### src/rtl/seq_pkg.sv
// ============================================================================
// seq_pkg : shared types and widths for the serial "101" pattern generator
// Rev 1.0
// ============================================================================
`default_nettype none

package seq_pkg;

    localparam int MAX_LEN_DEF = 16;
    localparam int LEN_W       = $clog2(MAX_LEN_DEF) + 1;

    typedef enum logic [1:0] {
        IDLE  = 2'd0,
        SHIFT = 2'd1,
        GAP   = 2'd2,
        DONE  = 2'd3
    } gen_state_t;

    typedef enum logic [1:0] {
        S0   = 2'd0,
        S1   = 2'd1,
        S10  = 2'd2,
        S101 = 2'd3
    } trk_state_t;

endpackage

`default_nettype wire

### src/rtl/seq101_tracker.sv
// ============================================================================
// seq101_tracker : overlapping "101" recogniser over the generator's own output
// Rev 1.0
// ============================================================================
`default_nettype none

module seq101_tracker
    import seq_pkg::*;
(
    input  logic clk,
    input  logic rst_n,
    input  logic clr,
    input  logic adv,
    input  logic bit_in,
    output logic hit
);

    trk_state_t state;
    trk_state_t state_nxt;

    always_ff @(posedge clk or negedge rst_n) begin
        if (!rst_n) begin
            state <= S0;
        end else begin
            state <= state_nxt;
        end
    end

    always_comb begin
        state_nxt = state;
        if (clr) begin
            state_nxt = S0;
        end else if (adv) begin
            case (state)
                S0:      state_nxt = bit_in ? S1   : S0;
                S1:      state_nxt = bit_in ? S1   : S10;
                S10:     state_nxt = bit_in ? S101 : S0;
                S101:    state_nxt = bit_in ? S1   : S10;
                default: state_nxt = S0;
            endcase
        end
    end

    // Flags the S101 entry in the same cycle so the counter lands on that edge
    assign hit = adv && !clr && (state == S10) && bit_in;

endmodule

`default_nettype wire

### src/rtl/seq_pattern_gen.sv
// ============================================================================
// seq_pattern_gen : repeats a pattern word MSB-first with idle gaps, and counts
//                   the overlapping "101" occurrences it puts on the line
// Rev 1.0
// ============================================================================
`default_nettype none

module seq_pattern_gen
    import seq_pkg::*;
#(
    parameter int MAX_LEN = MAX_LEN_DEF,   // LEN_W in seq_pkg is derived from MAX_LEN_DEF
    parameter int CNT_W   = 8,
    parameter int HIT_W   = 16
) (
    input  logic               clk,
    input  logic               rst_n,
    input  logic               start,
    input  logic [MAX_LEN-1:0] pat,
    input  logic [LEN_W-1:0]   len,
    input  logic [CNT_W-1:0]   reps,
    input  logic [CNT_W-1:0]   gap,
    output logic               out,
    output logic               out_valid,
    output logic               busy,
    output logic               done,
    output logic [HIT_W-1:0]   exp_hits
);

    gen_state_t         state, state_nxt;
    logic [MAX_LEN-1:0] pat_al, shreg, shreg_nxt, pat_al_c;
    logic [LEN_W-1:0]   len_r, len_c, bit_cnt, bit_nxt;
    logic [CNT_W-1:0]   gap_r, gap_cnt, gap_nxt, rep_cnt, rep_nxt;
    logic               out_nxt, valid_nxt, busy_nxt, done_nxt;
    logic               load, clr, adv, hit;

    // Pattern is left-aligned at load so every bit leaves from the MSB
    assign len_c    = (len > LEN_W'(MAX_LEN)) ? LEN_W'(MAX_LEN) : len;
    assign pat_al_c = pat << (LEN_W'(MAX_LEN) - len_c);

    always_comb begin
        state_nxt = state;
        out_nxt   = 1'b0;
        valid_nxt = 1'b0;
        busy_nxt  = 1'b0;
        done_nxt  = 1'b0;
        shreg_nxt = shreg;
        bit_nxt   = bit_cnt;
        rep_nxt   = rep_cnt;
        gap_nxt   = gap_cnt;
        load      = 1'b0;
        clr       = 1'b0;

        case (state)
            IDLE: begin
                if (start) begin
                    load = 1'b1;
                    clr  = 1'b1;
                    if ((len_c == '0) || (reps == '0)) begin
                        state_nxt = DONE;
                        done_nxt  = 1'b1;
                    end else begin
                        state_nxt = SHIFT;
                        out_nxt   = pat_al_c[MAX_LEN-1];
                        valid_nxt = 1'b1;
                        busy_nxt  = 1'b1;
                        shreg_nxt = pat_al_c << 1;
                        bit_nxt   = len_c - LEN_W'(1);
                        rep_nxt   = reps - CNT_W'(1);
                    end
                end
            end

            SHIFT: begin
                if (bit_cnt != '0) begin
                    out_nxt   = shreg[MAX_LEN-1];
                    valid_nxt = 1'b1;
                    busy_nxt  = 1'b1;
                    shreg_nxt = shreg << 1;
                    bit_nxt   = bit_cnt - LEN_W'(1);
                end else if ((rep_cnt != '0) && (gap_r != '0)) begin
                    state_nxt = GAP;
                    busy_nxt  = 1'b1;
                    gap_nxt   = gap_r - CNT_W'(1);
                end else if (rep_cnt != '0) begin
                    out_nxt   = pat_al[MAX_LEN-1];
                    valid_nxt = 1'b1;
                    busy_nxt  = 1'b1;
                    shreg_nxt = pat_al << 1;
                    bit_nxt   = len_r - LEN_W'(1);
                    rep_nxt   = rep_cnt - CNT_W'(1);
                end else begin
                    state_nxt = DONE;
                    done_nxt  = 1'b1;
                end
            end

            GAP: begin
                busy_nxt = 1'b1;
                if (gap_cnt == '0) begin
                    state_nxt = SHIFT;
                    out_nxt   = pat_al[MAX_LEN-1];
                    valid_nxt = 1'b1;
                    shreg_nxt = pat_al << 1;
                    bit_nxt   = len_r - LEN_W'(1);
                    rep_nxt   = rep_cnt - CNT_W'(1);
                end else begin
                    gap_nxt = gap_cnt - CNT_W'(1);
                end
            end

            DONE: begin
                state_nxt = IDLE;
            end

            default: begin
                state_nxt = IDLE;
            end
        endcase
    end

    always_ff @(posedge clk or negedge rst_n) begin
        if (!rst_n) begin
            state     <= IDLE;
            out       <= 1'b0;
            out_valid <= 1'b0;
            busy      <= 1'b0;
            done      <= 1'b0;
            shreg     <= '0;
            bit_cnt   <= '0;
            rep_cnt   <= '0;
            gap_cnt   <= '0;
            pat_al    <= '0;
            len_r     <= '0;
            gap_r     <= '0;
        end else begin
            state     <= state_nxt;
            out       <= out_nxt;
            out_valid <= valid_nxt;
            busy      <= busy_nxt;
            done      <= done_nxt;
            shreg     <= shreg_nxt;
            bit_cnt   <= bit_nxt;
            rep_cnt   <= rep_nxt;
            gap_cnt   <= gap_nxt;
            if (load) begin
                pat_al <= pat_al_c;
                len_r  <= len_c;
                gap_r  <= gap;
            end
        end
    end

    // Gap cycles drive 0 on the line, so they feed the tracker as zeros
    assign adv = (state == SHIFT) || (state == GAP);

    seq101_tracker u_tracker (
        .clk    (clk),
        .rst_n  (rst_n),
        .clr    (clr),
        .adv    (adv),
        .bit_in (out),
        .hit    (hit)
    );

    always_ff @(posedge clk or negedge rst_n) begin
        if (!rst_n) begin
            exp_hits <= '0;
        end else if (clr) begin
            exp_hits <= '0;
        end else if (hit && (exp_hits != '1)) begin
            exp_hits <= exp_hits + HIT_W'(1);
        end
    end

endmodule

`default_nettype wire
### config.mk
export PLATFORM = sky130hd
export DESIGN_NAME = seq_pattern_gen
export DESIGN_NICKNAME = d
export VERILOG_FILES = /design/src/rtl/seq_pkg.sv /design/src/rtl/seq101_tracker.sv /design/src/rtl/seq_pattern_gen.sv
export SDC_FILE = /design/constraint.sdc
export NUM_CORES = 1
export LEC_CHECK = 0
export CORE_UTILIZATION = 50
export DETAILED_ROUTE_END_ITERATION = 7
export GPL_TIMING_DRIVEN = 0
export HOLD_SLACK_MARGIN = 0.02
export MAX_ROUTING_LAYER = met4
export PLACE_DENSITY = 0.75
export SYNTH_ARGS = -nofsm -noshare
export SYNTH_HDL_FRONTEND = slang
export SYNTH_SLANG_ARGS = --single-unit
### constraint.sdc
create_clock -name clk -period 2.8 [get_ports clk]
set_clock_uncertainty 0.2 [all_clocks]
set_input_delay 0.56 -clock clk [delete_from_list [all_inputs] [get_ports clk]]
set_output_delay 0.56 -clock clk [all_outputs]
set_load 0.01 [all_outputs]
* Yosys cells after proc, flatten, opt, wreduce, memory -nomap -nowiden *
Index checks and enable logic that the tools add are counted.

word-level totals
  register bits after elaboration = 90
  input bits = 40
  output and inout port bits = 20

operators by class
  shifts and indexed selects = 1
  magnitude comparators = 1
  muxes and demuxes = 66
  reductions and logical operators = 25
  equality and inequality tests = 18
  $add $sub $neg = 9

operator list
  cell                                               number
  2-to-1 mux 16 bit                                  8
  2-to-1 mux 8 bit                                   9
  case mux 16 bit (3 select lines)                   1
  2-to-1 mux 5 bit                                   7
  subtractor 8 x 1 -> 8 bit (second input constant)  4
  case mux 8 bit (3 select lines)                    1
  2-to-1 mux 1 bit                                   22
  2-to-1 mux 2 bit                                   10
  adder 16 x 1 -> 16 bit (second input constant)     1
  logical NOT 8 bit                                  2
  != test 16 bit (second input constant)             1
  != test 2 bit (second input constant)              8
  case mux 8 bit (2 select lines)                    1
  nonzero test 8 bit                                 2
  left shift 16 x 5 -> 16 bit                        1
  case mux 5 bit (3 select lines)                    1
  subtractor 5 x 1 -> 5 bit (second input constant)  3
  != test 3 bit (second input constant)              3
  case mux 1 bit (3 select lines)                    3
  equality test 2 bit (second input constant)        4
  case mux 2 bit (4 select lines)                    1
  AND reduction 4 bit                                2
  AND reduction 7 bit                                1
  case mux 2 bit (3 select lines)                    1
  other kinds (14)                                   23

* Logic depth before layout (Yosys ltp) *
  depth after elaboration = 9
  mapped depth = 12
  gate-level depth less buffers = 10

* Cells and area by module *
From an unflattened synthesis, not the netlist that was laid out.

unflattened totals
  cells, all modules = 672
  area, all modules = 5884.4 um^2

modules (own cells, without submodules)
  module           seq. area each (um^2)  cells an instance  instances  area each (um^2)
  seq_pattern_gen  2177.1                 662                1          5780.5
  seq101_tracker   50.0                   10                 1          103.8

* Worst setup path before layout *
OpenSTA, ideal clock, no wires.

  kind = in2reg
  from = input port len[0]
  to = register bit_cnt[4]
  stages on the path = 12
  setup slack = -0.466 ns
  path buffers = 2
  arrival time = 2.931 ns
  required time = 2.465 ns
  cell sequence = nor2b_1 -> inv_1 -> buf_1 -> ha_1 -> o21a_1 -> ha_1 -> a21o_1 -> a2111oi_0 -> o21ai_2 -> buf_2 -> o21ai_0 -> o21ai_0

between the ends
  word-level cells in the longest chain between the ends = 6
  elaborated cells between the ends (all ways) = 10
  those cells by class = add/sub: 1; order compare: 1; eq/ne: 1; mux: 4; reduce/logical: 3

ends and longest elaborated chain
  element                                                                        RTL line                                      RTL
  start, declared                                                                seq_pattern_gen.sv:19                         input logic [LEN_W-1:0] len,
  greater-than comparator 5 bit                                                  seq_pattern_gen.sv:37                         assign len_c = (len > LEN_W'(MAX_LEN)) ? LEN_W'(MAX_LEN) : len;
  2-to-1 mux 5 bit (*)                                                           seq_pattern_gen.sv:37
  subtractor 5 x 1 -> 5 bit / logical NOT 5 bit (equally long branches)          seq_pattern_gen.sv:67, seq_pattern_gen.sv:58
  2-to-1 mux 5 bit / logical OR 1 bit (equally long branches)                    seq_pattern_gen.sv:58                         if ((len_c == '0) || (reps == '0)) begin
  2-to-1 mux 5 bit / != test 2 bit (equally long branches)                       -
  case mux 5 bit (3 select lines) / AND reduction 6 bit (equally long branches)  -
  end signal, assigned                                                           seq_pattern_gen.sv:142                        bit_cnt <= bit_nxt;
  end, declared                                                                  seq_pattern_gen.sv:31                         logic [LEN_W-1:0] len_r, len_c, bit_cnt, bit_nxt;

Every way passes the cells marked *; elsewhere a longest branch is shown, timed or not. The select of a mux whose other input is x is not followed.
A chain may end at the register's enable or synchronous reset.

* Final worst setup path *
  from = register state[0]
  to = register rep_cnt[6]

between the ends
  word-level cells in the longest chain between the ends = 3
  elaborated cells between the ends (all ways) = 12
  those cells by class = eq/ne: 8; mux: 1; reduce/logical: 3

ends and longest elaborated chain
  element                                                                      RTL line                RTL
  start, declared                                                              seq_pattern_gen.sv:29   gen_state_t state, state_nxt;
  start signal, assigned                                                       seq_pattern_gen.sv:136  state <= state_nxt;
  equality test 2 x 1 -> 1 bit, or another cell as far along                   seq_pattern_gen.sv:53   case (state)
  != test 2 bit (no source line) / nonzero test 3 bit (equally long branches)  -
  AND reduction 7 bit (no source line)                                         -
  end signal, assigned                                                         seq_pattern_gen.sv:143  rep_cnt <= rep_nxt;
  end, declared                                                                seq_pattern_gen.sv:32   logic [CNT_W-1:0] gap_r, gap_cnt, gap_nxt, rep_cnt, rep_nxt;

Parallel ways exist; a longest one is shown, timed or not.

==> results.md <==
* Overall power at 7861 uW
* Crit Path Class: reg2reg
* Cell with the most instances after synthesis: nand2_1
* First drt pass iteration count at 5
* Tcrit/Tclk final at 98.51%
* Vias in the first global route at 5,166
* Final slew viol count at 0
* DR vias at 5,436
* Max_cap viols at 0
* Final hold violations at 0
* Cell accounting for the most synthesized area: dfrtp_1
* Utilization after layout at 66.28%
* Worst-Skew Late Latency at 0.35 ns
* Crit-path cells: inv_1 -> ha_2 -> buf_6 -> clkbuf_8 -> mux2i_1 -> ha_2 -> o21ai_2 -> or3_1 -> a21boi_0 -> o21ai_0
* Die ar. at 11,750 um2
* Antenna cells at 0
* IO Port Bufs at 59
* Synth unique cells at 67
* Outcome: completed
* Min-delay worst type: reg2reg
* EDFF count, synth at 0
* Die width at 108.4 um
* Yosys Warn Count at 0
* Max Clock Freq at 0.3625 GHz
* Cells after Synth at 645
* WL final at 16.47 mm
* Clock Sinks at 89
* CP Data Required Time at 2.83 ns
* Largest net degree at the start of global routing at 70
* Unrepaired setup endpoints after global routing: true
* Crit path max fanout at 10
* First-pass GRT wire length at 26.11 mm
* Mapped Nets at 696
* LEAKAGE at 0.003007 uW
* Pwr Density at 1084 nW/um2
* Crit. End Element: flop
* Worst Max-Slew Pin Slew at 0.7166 ns
* IO Pins at 60
* Total global-route track usage at 29.66%
* Seq/Total Area, Yosys at 39.35%
* Chip Height at 108.4 um
* Avg Inst Size Synth at 8.774 um2
* Num rows at 38
* Clock transition at path regs at 0.06 ns
* Nets@finish at 788
* Yosys reg bits at 89
* Final min period at 2.758 ns
* Most frequent cell on the critical path: ha_2
* Core area at 10,940 um2
* Crit start category: flop
* Clock Tree Buf Depth at 2
* Root Buffer Master: clkbuf_16
* Fin area at 7248 um2
* Final setup viols at 0
* CTS tree: built
* Ys async rst share at 100.0%
* Yosys top cell area share at 39.35%
* DRC viols at 0
* Initial core utilization at 51.75%
* Rel. slew slack at 51.94%
* # H-tree levels at 3
* Largest stage delay on the critical path at 0.42 ns
* Synthesized area at 5659 um2
* Post-DP Area at 6509 um2
* Ys flop type: dfrtp_1
* Post-route ant nets at 0
* Antenna violations before repair at 0
* Via/cell ratio at 6.170
* DR iter-0 viols at 438
* Synth-to-Final Area Change at 28.08%
* Commonest cells in the netlist: nand2_1, dfrtp_1, nor2_1, o21ai_0, a21oi_1
* Final HPWL DP at 11.42 mm
* CP max stage cell: dfrtp_1
* Total grt overflow at 0
* CTS Buf Count at 9
* Synth area leaders: dfrtp_1, nand2_1, nor2_1, o21ai_0, mux4_2
* Placer Congestion at 0.9048
* CP arrival at 2.79 ns
* DR WL/cell at 18.70 um
* Layout cells sized above 1 at 15.92%
* VDD IR max at 0.0005945 V
[through the flow]
step	hold WS [ns]	cells	setup slack, ns	TNS (ns)
3_5_place_dp	0.2640	845	-1.077	-42.05
4_1_cts	0.2785	874	0.0004208	0
5_1_grt	0.3104	881	-0.09917	-0.2043
3_3_place_gp	0.2616	844	-2.323	-245.36
2_1_floorplan	0.06441	645	0.005846	0
6_report	0.2811	881	0.04168	0
[critical path, delay by kind of cell (launching register included)]
| family | cells | cell delay [ns] |
|---|---|---|
| adders and majority gates | 2 | 0.64 |
| buffers and inverters | 3 | 0.47 |
| DFF | 1 | 0.42 |
| AOI/OAI and AO/OA | 3 | 0.36 |
| and+or+nand+nor | 1 | 0.32 |
| muxes | 1 | 0.24 |
[routing by layer]
metal / up-vias / part of all wire (%) / GRT usage, %
met5: - / 0 / -
met4: 0 / 1.7 / 8.205
met3: 33 / 5.8 / 4.882
met2: 218 / 49 / 47.82
met1: 2638 / 44 / 38.68
li1: 2547 / - / -
[worst paths after layout]
kind / start / endpoint / slack, ns / cells past startpoint
worst max-delay path: state[0] / rep_cnt[6] / 0.04 / 10
worst min-delay path: pat_al[1] / pat_al[1] / 0.28 / 2
worst max register to register: state[0] / rep_cnt[6] / 0.04 / 10
worst min register to register: pat_al[1] / pat_al[1] / 0.28 / 2
max in group asynchronous: rst_n / u_tracker.state[1] / 1.32 / 3
min in group asynchronous: rst_n / busy / 0.45 / 2
[layout by cell type (no fill, tap or decap), types with 8 or more instances in the layout]
| cell type | instances |
|---|---|
| nand2_1 | 115 |
| dfrtp_1 | 89 |
| nor2_1 | 56 |
| clkdlybuf4s50_1 | 53 |
| o21ai_0 | 38 |
| a21oi_1 | 37 |
| buf_4 | 23 |
| clkbuf_1 | 19 |
| xor2_1 | 18 |
| mux2i_1 | 17 |
| nor3_1 | 17 |
| nand3_1 | 12 |
| inv_1 | 11 |
| a221oi_1 | 10 |
| nand4_1 | 9 |
| mux4_2 | 9 |
| a221o_1 | 9 |
| clkbuf_16 | 9 |
| nor4_1 | 8 |
[timing repair]
item | 4_1_cts | 5_1_grt
setup endpoints to repair | 51 | 37
hold buffers | 1 | 0
buffers inserted | 11 | 7
pin swaps | 5 | 6
hold endpoints to repair | 20 | 0
resized for setup | 62 | 24
gates cloned | 3 | 0
[registers in the layout (all words and copies together) (netlist names)]
name             flops
done                 1
u_tracker.state      2
busy                 1
pat_al              16
gap_cnt              8
state                2
out_valid            1
out                  1
gap_r                8
exp_hits            16
len_r                5
shreg               15
bit_cnt              5
rep_cnt              8
[power by group]
part / switching [uW] / internal, uW / leakage, uW
clock: 486 / 736 / 0.000142
sequential: 413 / 1750 / 0.00115
combinational: 2570 / 1910 / 0.00171
[layout make-up]
cell class | count | area, um2
multi-input cells | 509 | 3487
flip-flops and latches | 89 | 2227
clock buffers | 13 | 260.3
well taps | 140 | 175.2
clock inverters | 2 | 37.54
plain buffers | 32 | 219.0
inverters | 15 | 71.32
repair buffers | 81 | 770.7
fillers | 905 | 3687
[kinds of logic after synthesis]
logic type	count (synthesis)	share of synthesized area, %
XOR/XNOR	25	3.869
AND/OR/NAND/NOR	272	22.75
buffers and inverters	48	3.405
adder cells (fa/ha/maj)	11	2.432
flip-flops	89	39.35
AO/OA/AOI/OAI	166	20.05
multiplexers	34	8.136
Power figures use the tool's default switching activity.
